**src/rtl/fpu_op_rsl_arb.sv**
```systemverilog
// fpu_op_rsl_arb: round-robin operand-resolve arbiter between the FPU
// reservation station and the FPU issue stage. Requests whose sources are
// ready in the scoreboard are granted, then held in stage s1 while the FP
// register file is read, and the result is registered in the out stage.
// Optional feature: define FPU_OP_RSL_PERF_EN to add grant/block counters.
module fpu_op_rsl_arb #(
    parameter int PHY_W = 6,
    parameter int DW    = 64
) (
    input  logic                 clock,
    input  logic                 reset,
    input  logic                 io_flush,
    input  logic                 io_is_op_rsl_0_valid,
    output logic                 io_is_op_rsl_0_ready,
    input  logic [PHY_W-1:0]     io_is_op_rsl_0_bits_rd0,
    input  logic [PHY_W-1:0]     io_is_op_rsl_0_bits_rs1,
    input  logic [PHY_W-1:0]     io_is_op_rsl_0_bits_rs2,
    input  logic [PHY_W-1:0]     io_is_op_rsl_0_bits_rs3,
    input  logic                 io_is_op_rsl_1_valid,
    output logic                 io_is_op_rsl_1_ready,
    input  logic [PHY_W-1:0]     io_is_op_rsl_1_bits_rd0,
    input  logic [PHY_W-1:0]     io_is_op_rsl_1_bits_rs1,
    input  logic [PHY_W-1:0]     io_is_op_rsl_1_bits_rs2,
    input  logic [PHY_W-1:0]     io_is_op_rsl_1_bits_rs3,
    input  logic                 io_is_op_rsl_2_valid,
    output logic                 io_is_op_rsl_2_ready,
    input  logic [PHY_W-1:0]     io_is_op_rsl_2_bits_rd0,
    input  logic [PHY_W-1:0]     io_is_op_rsl_2_bits_rs1,
    input  logic [PHY_W-1:0]     io_is_op_rsl_2_bits_rs2,
    input  logic [PHY_W-1:0]     io_is_op_rsl_2_bits_rs3,
    input  logic                 io_is_op_rsl_3_valid,
    output logic                 io_is_op_rsl_3_ready,
    input  logic [PHY_W-1:0]     io_is_op_rsl_3_bits_rd0,
    input  logic [PHY_W-1:0]     io_is_op_rsl_3_bits_rs1,
    input  logic [PHY_W-1:0]     io_is_op_rsl_3_bits_rs2,
    input  logic [PHY_W-1:0]     io_is_op_rsl_3_bits_rs3,
    input  logic [2**PHY_W-1:0]  io_phy_ready,
    output logic [PHY_W-1:0]     io_rf_raddr_1,
    output logic [PHY_W-1:0]     io_rf_raddr_2,
    output logic [PHY_W-1:0]     io_rf_raddr_3,
    input  logic [DW-1:0]        io_rf_rdata_1,
    input  logic [DW-1:0]        io_rf_rdata_2,
    input  logic [DW-1:0]        io_rf_rdata_3,
    output logic                 io_rsl_out_valid,
    input  logic                 io_rsl_out_ready,
    output logic [PHY_W-1:0]     io_rsl_out_bits_rd0,
    output logic [DW-1:0]        io_rsl_out_bits_op1,
    output logic [DW-1:0]        io_rsl_out_bits_op2,
    output logic [DW-1:0]        io_rsl_out_bits_op3,
    output logic [1:0]           io_rsl_out_bits_port
`ifdef FPU_OP_RSL_PERF_EN
    ,
    output logic [31:0]          io_perf_grant_cnt,
    output logic [31:0]          io_perf_block_cnt
`endif
);

    logic [3:0]       req_valid;
    logic [PHY_W-1:0] req_rd0 [4];
    logic [PHY_W-1:0] req_rs1 [4];
    logic [PHY_W-1:0] req_rs2 [4];
    logic [PHY_W-1:0] req_rs3 [4];

    assign req_valid = {io_is_op_rsl_3_valid, io_is_op_rsl_2_valid,
                        io_is_op_rsl_1_valid, io_is_op_rsl_0_valid};
    assign req_rd0[0] = io_is_op_rsl_0_bits_rd0;
    assign req_rd0[1] = io_is_op_rsl_1_bits_rd0;
    assign req_rd0[2] = io_is_op_rsl_2_bits_rd0;
    assign req_rd0[3] = io_is_op_rsl_3_bits_rd0;
    assign req_rs1[0] = io_is_op_rsl_0_bits_rs1;
    assign req_rs1[1] = io_is_op_rsl_1_bits_rs1;
    assign req_rs1[2] = io_is_op_rsl_2_bits_rs1;
    assign req_rs1[3] = io_is_op_rsl_3_bits_rs1;
    assign req_rs2[0] = io_is_op_rsl_0_bits_rs2;
    assign req_rs2[1] = io_is_op_rsl_1_bits_rs2;
    assign req_rs2[2] = io_is_op_rsl_2_bits_rs2;
    assign req_rs2[3] = io_is_op_rsl_3_bits_rs2;
    assign req_rs3[0] = io_is_op_rsl_0_bits_rs3;
    assign req_rs3[1] = io_is_op_rsl_1_bits_rs3;
    assign req_rs3[2] = io_is_op_rsl_2_bits_rs3;
    assign req_rs3[3] = io_is_op_rsl_3_bits_rs3;

    logic             s1_valid_q, s1_valid_d;
    logic [PHY_W-1:0] s1_rd0_q, s1_rd0_d, s1_rs1_q, s1_rs1_d;
    logic [PHY_W-1:0] s1_rs2_q, s1_rs2_d, s1_rs3_q, s1_rs3_d;
    logic [1:0]       s1_port_q, s1_port_d;
    logic             out_valid_q, out_valid_d;
    logic [PHY_W-1:0] out_rd0_q, out_rd0_d;
    logic [DW-1:0]    out_op1_q, out_op1_d, out_op2_q, out_op2_d, out_op3_q, out_op3_d;
    logic [1:0]       out_port_q, out_port_d;
    logic [1:0]       rr_ptr_q, rr_ptr_d;

    logic       out_fire, s1_adv, accept, grant;
    logic [1:0] grant_port, idx;
    logic [3:0] elig, grant_vec;

    // Eligibility, pipeline advance and round-robin grant search.
    always_comb begin
        elig       = '0;
        grant      = 1'b0;
        grant_port = rr_ptr_q;
        idx        = rr_ptr_q;
        grant_vec  = '0;
        out_fire   = out_valid_q & io_rsl_out_ready;
        s1_adv     = s1_valid_q & (~out_valid_q | out_fire);
        accept     = ~io_flush & (~s1_valid_q | s1_adv);
        for (int n = 0; n < 4; n++) begin
            elig[n] = req_valid[n] & io_phy_ready[req_rs1[n]]
                    & io_phy_ready[req_rs2[n]] & io_phy_ready[req_rs3[n]];
        end
        if (accept) begin
            for (int i = 0; i < 4; i++) begin
                idx = rr_ptr_q + 2'(i);
                if (!grant && elig[idx]) begin
                    grant      = 1'b1;
                    grant_port = idx;
                end
            end
        end
        if (grant) grant_vec = 4'(1) << grant_port;
    end

    // Ready is dropped while reset is asserted so it falls immediately, not at an edge.
    assign {io_is_op_rsl_3_ready, io_is_op_rsl_2_ready,
            io_is_op_rsl_1_ready, io_is_op_rsl_0_ready} = grant_vec & {4{reset}};

    // Next-state for the s1 and out stages and the round-robin pointer.
    always_comb begin
        s1_valid_d  = s1_valid_q;
        s1_rd0_d    = s1_rd0_q;
        s1_rs1_d    = s1_rs1_q;
        s1_rs2_d    = s1_rs2_q;
        s1_rs3_d    = s1_rs3_q;
        s1_port_d   = s1_port_q;
        out_valid_d = out_valid_q;
        out_rd0_d   = out_rd0_q;
        out_op1_d   = out_op1_q;
        out_op2_d   = out_op2_q;
        out_op3_d   = out_op3_q;
        out_port_d  = out_port_q;
        rr_ptr_d    = rr_ptr_q;
        if (io_flush) begin
            s1_valid_d  = 1'b0;
            out_valid_d = 1'b0;
        end else begin
            if (s1_adv) begin
                out_valid_d = 1'b1;
                out_rd0_d   = s1_rd0_q;
                out_port_d  = s1_port_q;
                out_op1_d   = io_rf_rdata_1;
                out_op2_d   = io_rf_rdata_2;
                out_op3_d   = io_rf_rdata_3;
                s1_valid_d  = 1'b0;
            end else if (out_fire) begin
                out_valid_d = 1'b0;
            end
            if (grant) begin
                s1_valid_d = 1'b1;
                s1_rd0_d   = req_rd0[grant_port];
                s1_rs1_d   = req_rs1[grant_port];
                s1_rs2_d   = req_rs2[grant_port];
                s1_rs3_d   = req_rs3[grant_port];
                s1_port_d  = grant_port;
                rr_ptr_d   = grant_port + 2'd1;
            end
        end
    end

    // Pipeline and pointer registers.
    always_ff @(posedge clock or negedge reset) begin
        if (!reset) begin
            s1_valid_q  <= 1'b0;
            s1_rd0_q    <= '0;
            s1_rs1_q    <= '0;
            s1_rs2_q    <= '0;
            s1_rs3_q    <= '0;
            s1_port_q   <= '0;
            out_valid_q <= 1'b0;
            out_rd0_q   <= '0;
            out_op1_q   <= '0;
            out_op2_q   <= '0;
            out_op3_q   <= '0;
            out_port_q  <= '0;
            rr_ptr_q    <= '0;
        end else begin
            s1_valid_q  <= s1_valid_d;
            s1_rd0_q    <= s1_rd0_d;
            s1_rs1_q    <= s1_rs1_d;
            s1_rs2_q    <= s1_rs2_d;
            s1_rs3_q    <= s1_rs3_d;
            s1_port_q   <= s1_port_d;
            out_valid_q <= out_valid_d;
            out_rd0_q   <= out_rd0_d;
            out_op1_q   <= out_op1_d;
            out_op2_q   <= out_op2_d;
            out_op3_q   <= out_op3_d;
            out_port_q  <= out_port_d;
            rr_ptr_q    <= rr_ptr_d;
        end
    end

    assign io_rf_raddr_1        = s1_rs1_q;
    assign io_rf_raddr_2        = s1_rs2_q;
    assign io_rf_raddr_3        = s1_rs3_q;
    assign io_rsl_out_valid     = out_valid_q;
    assign io_rsl_out_bits_rd0  = out_rd0_q;
    assign io_rsl_out_bits_op1  = out_op1_q;
    assign io_rsl_out_bits_op2  = out_op2_q;
    assign io_rsl_out_bits_op3  = out_op3_q;
    assign io_rsl_out_bits_port = out_port_q;

`ifdef FPU_OP_RSL_PERF_EN
    logic [31:0] perf_grant_cnt_q, perf_grant_cnt_d;
    logic [31:0] perf_block_cnt_q, perf_block_cnt_d;

    // Counters wrap naturally and are deliberately untouched by flush.
    always_comb begin
        perf_grant_cnt_d = perf_grant_cnt_q;
        perf_block_cnt_d = perf_block_cnt_q;
        if (grant) perf_grant_cnt_d = perf_grant_cnt_q + 32'd1;
        else if (|req_valid) perf_block_cnt_d = perf_block_cnt_q + 32'd1;
    end

    // Performance counter registers.
    always_ff @(posedge clock or negedge reset) begin
        if (!reset) begin
            perf_grant_cnt_q <= '0;
            perf_block_cnt_q <= '0;
        end else begin
            perf_grant_cnt_q <= perf_grant_cnt_d;
            perf_block_cnt_q <= perf_block_cnt_d;
        end
    end

    assign io_perf_grant_cnt = perf_grant_cnt_q;
    assign io_perf_block_cnt = perf_block_cnt_q;
`endif

endmodule

```
**config.mk**
```make
export PLATFORM = sky130hd
export DESIGN_NAME = fpu_op_rsl_arb
export DESIGN_NICKNAME = d
export VERILOG_FILES = /design/src/rtl/fpu_op_rsl_arb.sv
export SDC_FILE = /design/constraint.sdc
export NUM_CORES = 1
export LEC_CHECK = 0
export ABC_AREA = 0
export ABC_CLOCK_PERIOD_IN_PS = 7300
export BUFFER_PORTS_ARGS = -buffer_cell sky130_fd_sc_hd__buf_2
export CAP_MARGIN = 20
export CORE_AREA = 2 2 223 225
export DETAILED_ROUTE_END_ITERATION = 7
export DIE_AREA = 0 0 225 227
export PLACE_DENSITY_LB_ADDON = 0.05
export SETUP_SLACK_MARGIN = 0.3
export SLEW_MARGIN = 0
export SYNTH_ARGS = -nofsm -noshare
export SYNTH_HDL_FRONTEND = slang
export SYNTH_SLANG_ARGS = --single-unit
```
**constraint.sdc**
```tcl
create_clock -name clock -period 7.3 [get_ports clock]
set_input_delay 0.73 -clock clock [delete_from_list [all_inputs] [get_ports clock]]
set_output_delay 0.73 -clock clock [all_outputs]
set_load 0.1 [all_outputs]
```
=== Word-level counts from Yosys, hierarchy flattened ===
Cells that the tools add are included.

* Output and inout bits: 223
* Register bits: 230
* Bits of input ports: 360
* Word-level logic and storage cells: 130

* Reductions and logical operators: 10
* Magnitude comparators: 17
* Multiplexer cells: 63
* $add $sub $neg: 4
* Bitwise logic cells: 22
* Shift operators: 1

{| class="wikitable"
|+ Operators with widths
! kind !! number
|-
| $lt 6x7->1 const B || 12
|-
| $bmux 1 s6 || 12
|-
| $bmux 6 s2 || 4
|-
| $mux 6 || 8
|-
| $mux 1 || 30
|-
| $and 1x1->1 || 15
|-
| $lt 2x3->1 const B || 4
|-
| $bmux 1 s2 || 4
|-
| $mux 2 || 4
|-
| $reduce_bool 3->1 || 2
|-
| $add 2x1->2 const B || 2
|-
| $add 2x2->2 const B || 2
|-
| $and 4x4->4 || 1
|-
| $mux 4 || 1
|-
| $reduce_and 2->1 || 2
|-
| $shl 1x2->4 const A || 1
|-
| $ge 3x3->1 const B || 1
|-
| $logic_and 1x1->1 || 3
|-
| $logic_not 1->1 || 3
|-
| $not 1->1 || 3
|-
| $not 2->3 || 1
|-
| $or 1x1->1 || 2
|}

=== Longest topological paths before layout ===
* Depth in word-level cells: 25
* Gate-level depth with buffers: 18
* Depth with buffers taken out: 13

=== Least setup slack after synthesis ===
OpenSTA, ideal clock, no wires.

* Path type: input -> output
* Start point: in io_is_op_rsl_0_bits_rs1[0]
* End point: out io_is_op_rsl_1_ready
* Required time: 6.570 ns
* Setup slack: 2.317 ns
* Arrival time: 4.253 ns
* Path buffers: 4
* Cell stages on the path: 15
* Cells stage by stage: buf_2 buf_6 mux4_2 a22oi_1 a21oi_1 or4_1 nand3_1 nand3_1 a31oi_1 o22ai_1 buf_4 buf_6 inv_1 ha_1 and3_1

* Longest elaborated chain between the ends: 24
* Elaborated cells between the ends (all ways): 34
* Classes of those cells: shift: 1; mux: 23; bitwise: 4; reduce/logical: 6

{| class="wikitable"
|+ RTL lines
! item !! RTL line !! RTL
|-
| from (decl) || 16 || <nowiki>input logic [PHY_W-1:0] io_is_op_rsl_0_bits_rs1,</nowiki>
|-
| $bmux 1 s6 * || 108 || <nowiki>elig[n] = req_valid[n] & io_phy_ready[req_rs1[n]]</nowiki>
|-
| $mux 1 (implied by the code) * || 108 ||
|-
| $and 1x1->1 * || 108 ||
|-
| $and 1x1->1 * (2 in series) || 109 || <nowiki>& io_phy_ready[req_rs2[n]] & io_phy_ready[req_rs3[n]];</nowiki>
|-
| $bmux 1 s2 || 114 || <nowiki>if (!grant && elig[idx]) begin</nowiki>
|-
| $mux 1 (implied by the code) || 114 ||
|-
| $mux 1 || 114 ||
|-
| $mux 1 || 111 || <nowiki>if (accept) begin</nowiki>
|-
| [... 8 more ...] || n/a ||
|-
| $logic_not 1->1 || 114 ||
|-
| $logic_and 1x1->1 || 114 ||
|-
| $mux 2 * || 114 ||
|-
| $mux 2 * || 111 ||
|-
| net grant_port[0] || 94 || <nowiki>logic [1:0] grant_port, idx;</nowiki>
|-
| $shl 1x2->4 * || 120 || <nowiki>if (grant) grant_vec = 4'(1) << grant_port;</nowiki>
|-
| $mux 4 * || 120 ||
|-
| $and 4x4->4 * || 125 || <nowiki>io_is_op_rsl_1_ready, io_is_op_rsl_0_ready} = grant_vec & {4{reset}};</nowiki>
|-
| to (decl) || 20 || <nowiki>output logic io_is_op_rsl_1_ready,</nowiki>
|}

Mark *: on every way through the listed nets, which the timed path passes. The rest lies on a longest branch. The select of a mux whose other input is x is not followed.

=== Final worst setup path ===
* Start point: in io_is_op_rsl_3_bits_rs3[1]
* End point: out io_is_op_rsl_3_ready

* Longest elaborated chain between the ends: 22
* Elaborated cells between the ends (all ways): 32
* Classes of those cells: shift: 1; mux: 23; bitwise: 2; reduce/logical: 6

{| class="wikitable"
|+ RTL lines
! item !! RTL line !! RTL
|-
| from (decl) || 36 || <nowiki>input logic [PHY_W-1:0] io_is_op_rsl_3_bits_rs3,</nowiki>
|-
| $bmux 1 s6 * || 109 ||
|-
| $mux 1 (implied by the code) * || 109 ||
|-
| $and 1x1->1 * || 109 ||
|-
| $bmux 1 s2 || 114 ||
|-
| $mux 1 (implied by the code) || 114 ||
|-
| $mux 1 || 114 ||
|-
| $mux 1 || 111 ||
|-
| $logic_not 1->1 || 114 ||
|-
| [... 7 more ...] || n/a ||
|-
| $logic_not 1->1 || 114 ||
|-
| $logic_and 1x1->1 || 114 ||
|-
| $mux 2 * || 114 ||
|-
| $mux 2 * || 111 ||
|-
| net grant_port[0] || 94 ||
|-
| $shl 1x2->4 * || 120 ||
|-
| $mux 4 * || 120 ||
|-
| $and 4x4->4 * || 125 ||
|-
| to (decl) || 32 || <nowiki>output logic io_is_op_rsl_3_ready,</nowiki>
|}

Marks and branches as above.

==> reports/results.tsv <==
stage	metric	value	unit
sta	unrepaired setup endpoints after global routing	false	
yosys	number of synthesized flops with an enable pin	0	
final_layout	area delta synth->final	23.3	%
sta	clock skew	0.0155	ns
setup_path	worst reg2reg startpoint	io_rsl_out_valid$_DFFE_PN0P_	
setup_path	CP bufs+invs	3	
sta	Slew Viols, Final	0	
power_and_ir_drop	Sequential Power Share	0.207	
global_route	antenna violations before repair	15	
worst_hold_path	Hold Crit Class	primary input to async pin	
power_and_ir_drop	Switching Fraction	0.620	
floorplan	Rows	81	
final_layout	fin area	0.0204	sq mm
clocking	Root Driver	clkbuf_16	
yosys	Yosys cell types	61	
sta	Slew headroom	0.233	
setup_path	slowest cell delay on critical path	0.87	ns
place	routability cong.	0.920	
clocking	clock buffer depth	3	
setup_path	R2R setup slack	3.75	ns
power_and_ir_drop	VDD IR-drop max	0.406	mV
setup_path	Reg2Reg Depth	10	
clocking	CTS Sinks	230	
final_layout	final net count	2088	
place	placement-stage cell area	0.0195	sq mm
setup_path	crit-path cells	buf_2, mux4_2, mux4_2, and3_1, nor4_1, or4_1, o31ai_1, nand3_1, a31oi_1, o22ai_4, inv_1, ha_1, and3_1, buf_2	
yosys	synthesized flop and latch total	230	
place	I/O Buffers	582	
floorplan	core area	0.0485	sq mm
power_and_ir_drop	Pwr Total	10.7	mW
yosys	Post-Syn Instances	1277	
setup_path	CP max-delay cell	nor4_1	
yosys	cell area after synthesis	0.0166	sq mm
clocking	Post-CTS Resized	0	
power_and_ir_drop	P_leak	9.06	nW
route	drt total wl	70500	microns
yosys	warnings from Yosys	0	
final_layout	multi-input logic area	0.00997	sq mm
global_route	largest net degree at the start of global routing	201	
yosys	Synth Area per Inst	13.0	sq um
sta	setup_tns	0	ns
status	status	completed	
yosys	syn_nets	1641	
final_layout	share of layout cells above drive strength 1	0.600	
sta	fmax	167	MHz
setup_path	Setup crit end kind	output pin	
clocking	CTS Buf Count	27	
floorplan	Die Width	225	microns
place	Post-DP HPWL	50200	microns
place	placed insts	2316	
route	via count	14100	
final_layout	Fill cells	4718	
global_route	global-route wire length before repair	99000	microns
clocking	setup fix buffers added after clock tree synthesis	0	
power_and_ir_drop	PD cells	525	mW/mm^2
clocking	clk_lat worst skew	0.55	ns
sta	final setup vio count	0	
global_route	gr usage total	0.265	
yosys	asr flop ratio synth	1.00	
setup_path	critical path's top delay family	simple AND/OR/NAND/NOR gates	
yosys	Main synth FF type	dfrtp_1	
power_and_ir_drop	combinational share of power	0.670	
sta	Final Cycle Share	0.822	
final_layout	Reg area	0.00576	sq mm
sta	Final Hold Fails	0	
sta	setup ws final	1.30	ns
floorplan	Die ar.	0.0511	sq mm
sta	Slew @ Worst Pin	1.15	ns
setup_path	Setup crit start kind	primary input	
clocking	H-Tree Depth	1	
clocking	clk slew on worst S/H paths	0.06	ns
job	max cap viols	0	
route	Vias per Instance	5.96	
route	post-route ant nets	0	
floorplan	# IOs	583	
route	Remaining DRCs	0	
floorplan	chip height	227	microns
place	pre-CTS setup slack	1.34	ns
final_layout	Non-Filler Instances	2368	
setup_path	Worst Setup Path Type	primary input to output pin	
route	initial DRC count	1236	
sta	Period minus WS final	6.00	ns
setup_path	CP required	6.57	ns
route	routed len/inst	29.8	microns
global_route	total gr overflow	0	
setup_path	Arr. time, crit path	5.27	ns
route	drt first pass iters	5	
power_and_ir_drop	clock power share	0.123	
clocking	CTS Hold Buffers Added	0	
yosys	sequential fraction of the synthesis area	0.347	
power_and_ir_drop	NetSw	6.65	mW
setup_path	reg2reg end	io_rf_raddr_2[5]$_DFFE_PN0P_	
global_route	vias in the first global route	14200	
power_and_ir_drop	internal power	4.08	mW
clocking	CTS tree	yes	
floorplan	Starting Density	0.342	
setup_path	Crit Path Max Fanout	17	
-- power groups by stage --
stage / Combinational [mW] / Sequential [mW] / Clock [mW]
after floorplan: 1.42 / 6.72 / 0
after global placement: 7.21 / 2.22 / 0
after detailed placement: 7.22 / 2.23 / 0
after CTS: 7.22 / 2.23 / 1.37
after global routing: 7.38 / 2.31 / 1.41
final: 7.18 / 2.22 / 1.32
-- placed cells by master (no fill, tap or decap), types with 14 or more instances in the layout --
cell,instances
mux2i_1,138
buf_2,581
dfrtp_1,230
a21oi_1,14
mux2_2,238
mux4_2,165
nand2_1,35
a22oi_1,28
nor2b_1,26
inv_1,15
nor2_1,30
nand3_1,28
clkbuf_16,27
-- cells in the mapped netlist (2+ instances only) --
library cell	n	area (sq um)
nand3b_1	8	60.1
a311oi_1	6	52.6
a21oi_1	14	70.1
nor2_1	31	116
a31o_2	2	17.5
a22oi_1	28	210
nor3_1	7	35.0
dfrtp_1	230	5760
o21ai_0	8	40.0
and2_1	4	25.0
o2111ai_1	3	26.3
a221oi_1	3	26.3
nor3b_1	4	30.0
or4_1	2	15.0
nand2_1	35	131
o32ai_1	2	17.5
or2_2	3	18.8
ha_1	4	50.1
a211o_1	3	26.3
o22ai_1	5	31.3
mux4_2	165	3720
inv_1	15	56.3
clkbuf_1	99	372
buf_4	15	113
o211ai_1	8	60.1
nor2b_1	26	163
buf_2	45	225
nand4_1	9	56.3
or3_1	3	18.8
o2111a_1	2	22.5
nand2b_1	13	81.3
buf_6	10	113
o31ai_1	3	22.5
nand4b_1	2	17.5
mux2i_1	138	1380
nand3_1	28	140
mux2_2	238	2680
mux4_1	7	184
and3_1	7	43.8
a2111oi_0	2	17.5
a211oi_1	6	45.0
a31oi_1	8	50.1
o221ai_1	4	35.0
nor4_1	5	31.3
-- state kept, by name, indices dropped and copies added (netlist names) --
name / flops
s1_port_q: 2
io_rf_raddr_1: 6
io_rsl_out_bits_op2: 64
io_rsl_out_bits_op1: 64
io_rsl_out_valid: 1
io_rf_raddr_2: 6
s1_valid_q: 1
io_rsl_out_bits_rd0: 6
io_rsl_out_bits_port: 2
s1_rd0_q: 6
rr_ptr_q: 2
io_rsl_out_bits_op3: 64
io_rf_raddr_3: 6
-- logic make-up after synthesis --
family	share of synthesized area
DFF	0.347
and+or+nand+nor	0.0623
muxes	0.480
adders and majority gates	0.00302
AOI/OAI and AO/OA	0.0542
buffers and inverters	0.0533
-- worst max path at each step --
stage	start	endpoint	slack [ns]	depth (start not counted)
3_5_place_dp	io_is_op_rsl_3_bits_rs3[1]	io_is_op_rsl_3_ready	1.34	14
3_3_place_gp	io_is_op_rsl_3_bits_rs3[1]	io_is_op_rsl_1_ready	1.37	14
4_1_cts	io_is_op_rsl_3_bits_rs3[1]	io_is_op_rsl_3_ready	1.34	14
2_1_floorplan	io_is_op_rsl_0_bits_rs1[0]	io_is_op_rsl_1_ready	2.32	15
6_report	io_is_op_rsl_3_bits_rs3[1]	io_is_op_rsl_3_ready	1.30	14
5_1_grt	io_is_op_rsl_3_bits_rs3[1]	io_is_op_rsl_3_ready	1.13	14
-- through the flow --
step | utilization | hold slack, ns
floorplan | - | 0.434
global placement | 0.403 | 0.482
CTS | 0.420 | 0.179
finish | 0.421 | 0.152
detailed placement | 0.403 | 0.489
global route | 0.421 | 0.207
-- final cells by class --
cell class / instances / share of cell area
diodes: 5 / 0.000612
clock buffers: 39 / 0.0382
clock inverters: 7 / 0.00355
inverters: 15 / 0.00275
multi-input cells: 862 / 0.488
flip-flops and latches: 230 / 0.282
well taps: 622 / 0.0381
repair buffers: 588 / 0.147
-- metal layers --
layer / up-vias / share of wire / routed length [microns] / track usage
met3: 231 / 0.10 / 7260 / 0.0829
met1: 7092 / 0.36 / 25200 / 0.312
met4: 20 / 0.046 / 3210 / 0.106
li1: 5861 / - / - / -
met2: 898 / 0.49 / 34600 / 0.452
met5: - / 0.0031 / 219 / 0.00759
Note: power is estimated with default switching activity, not from simulation.
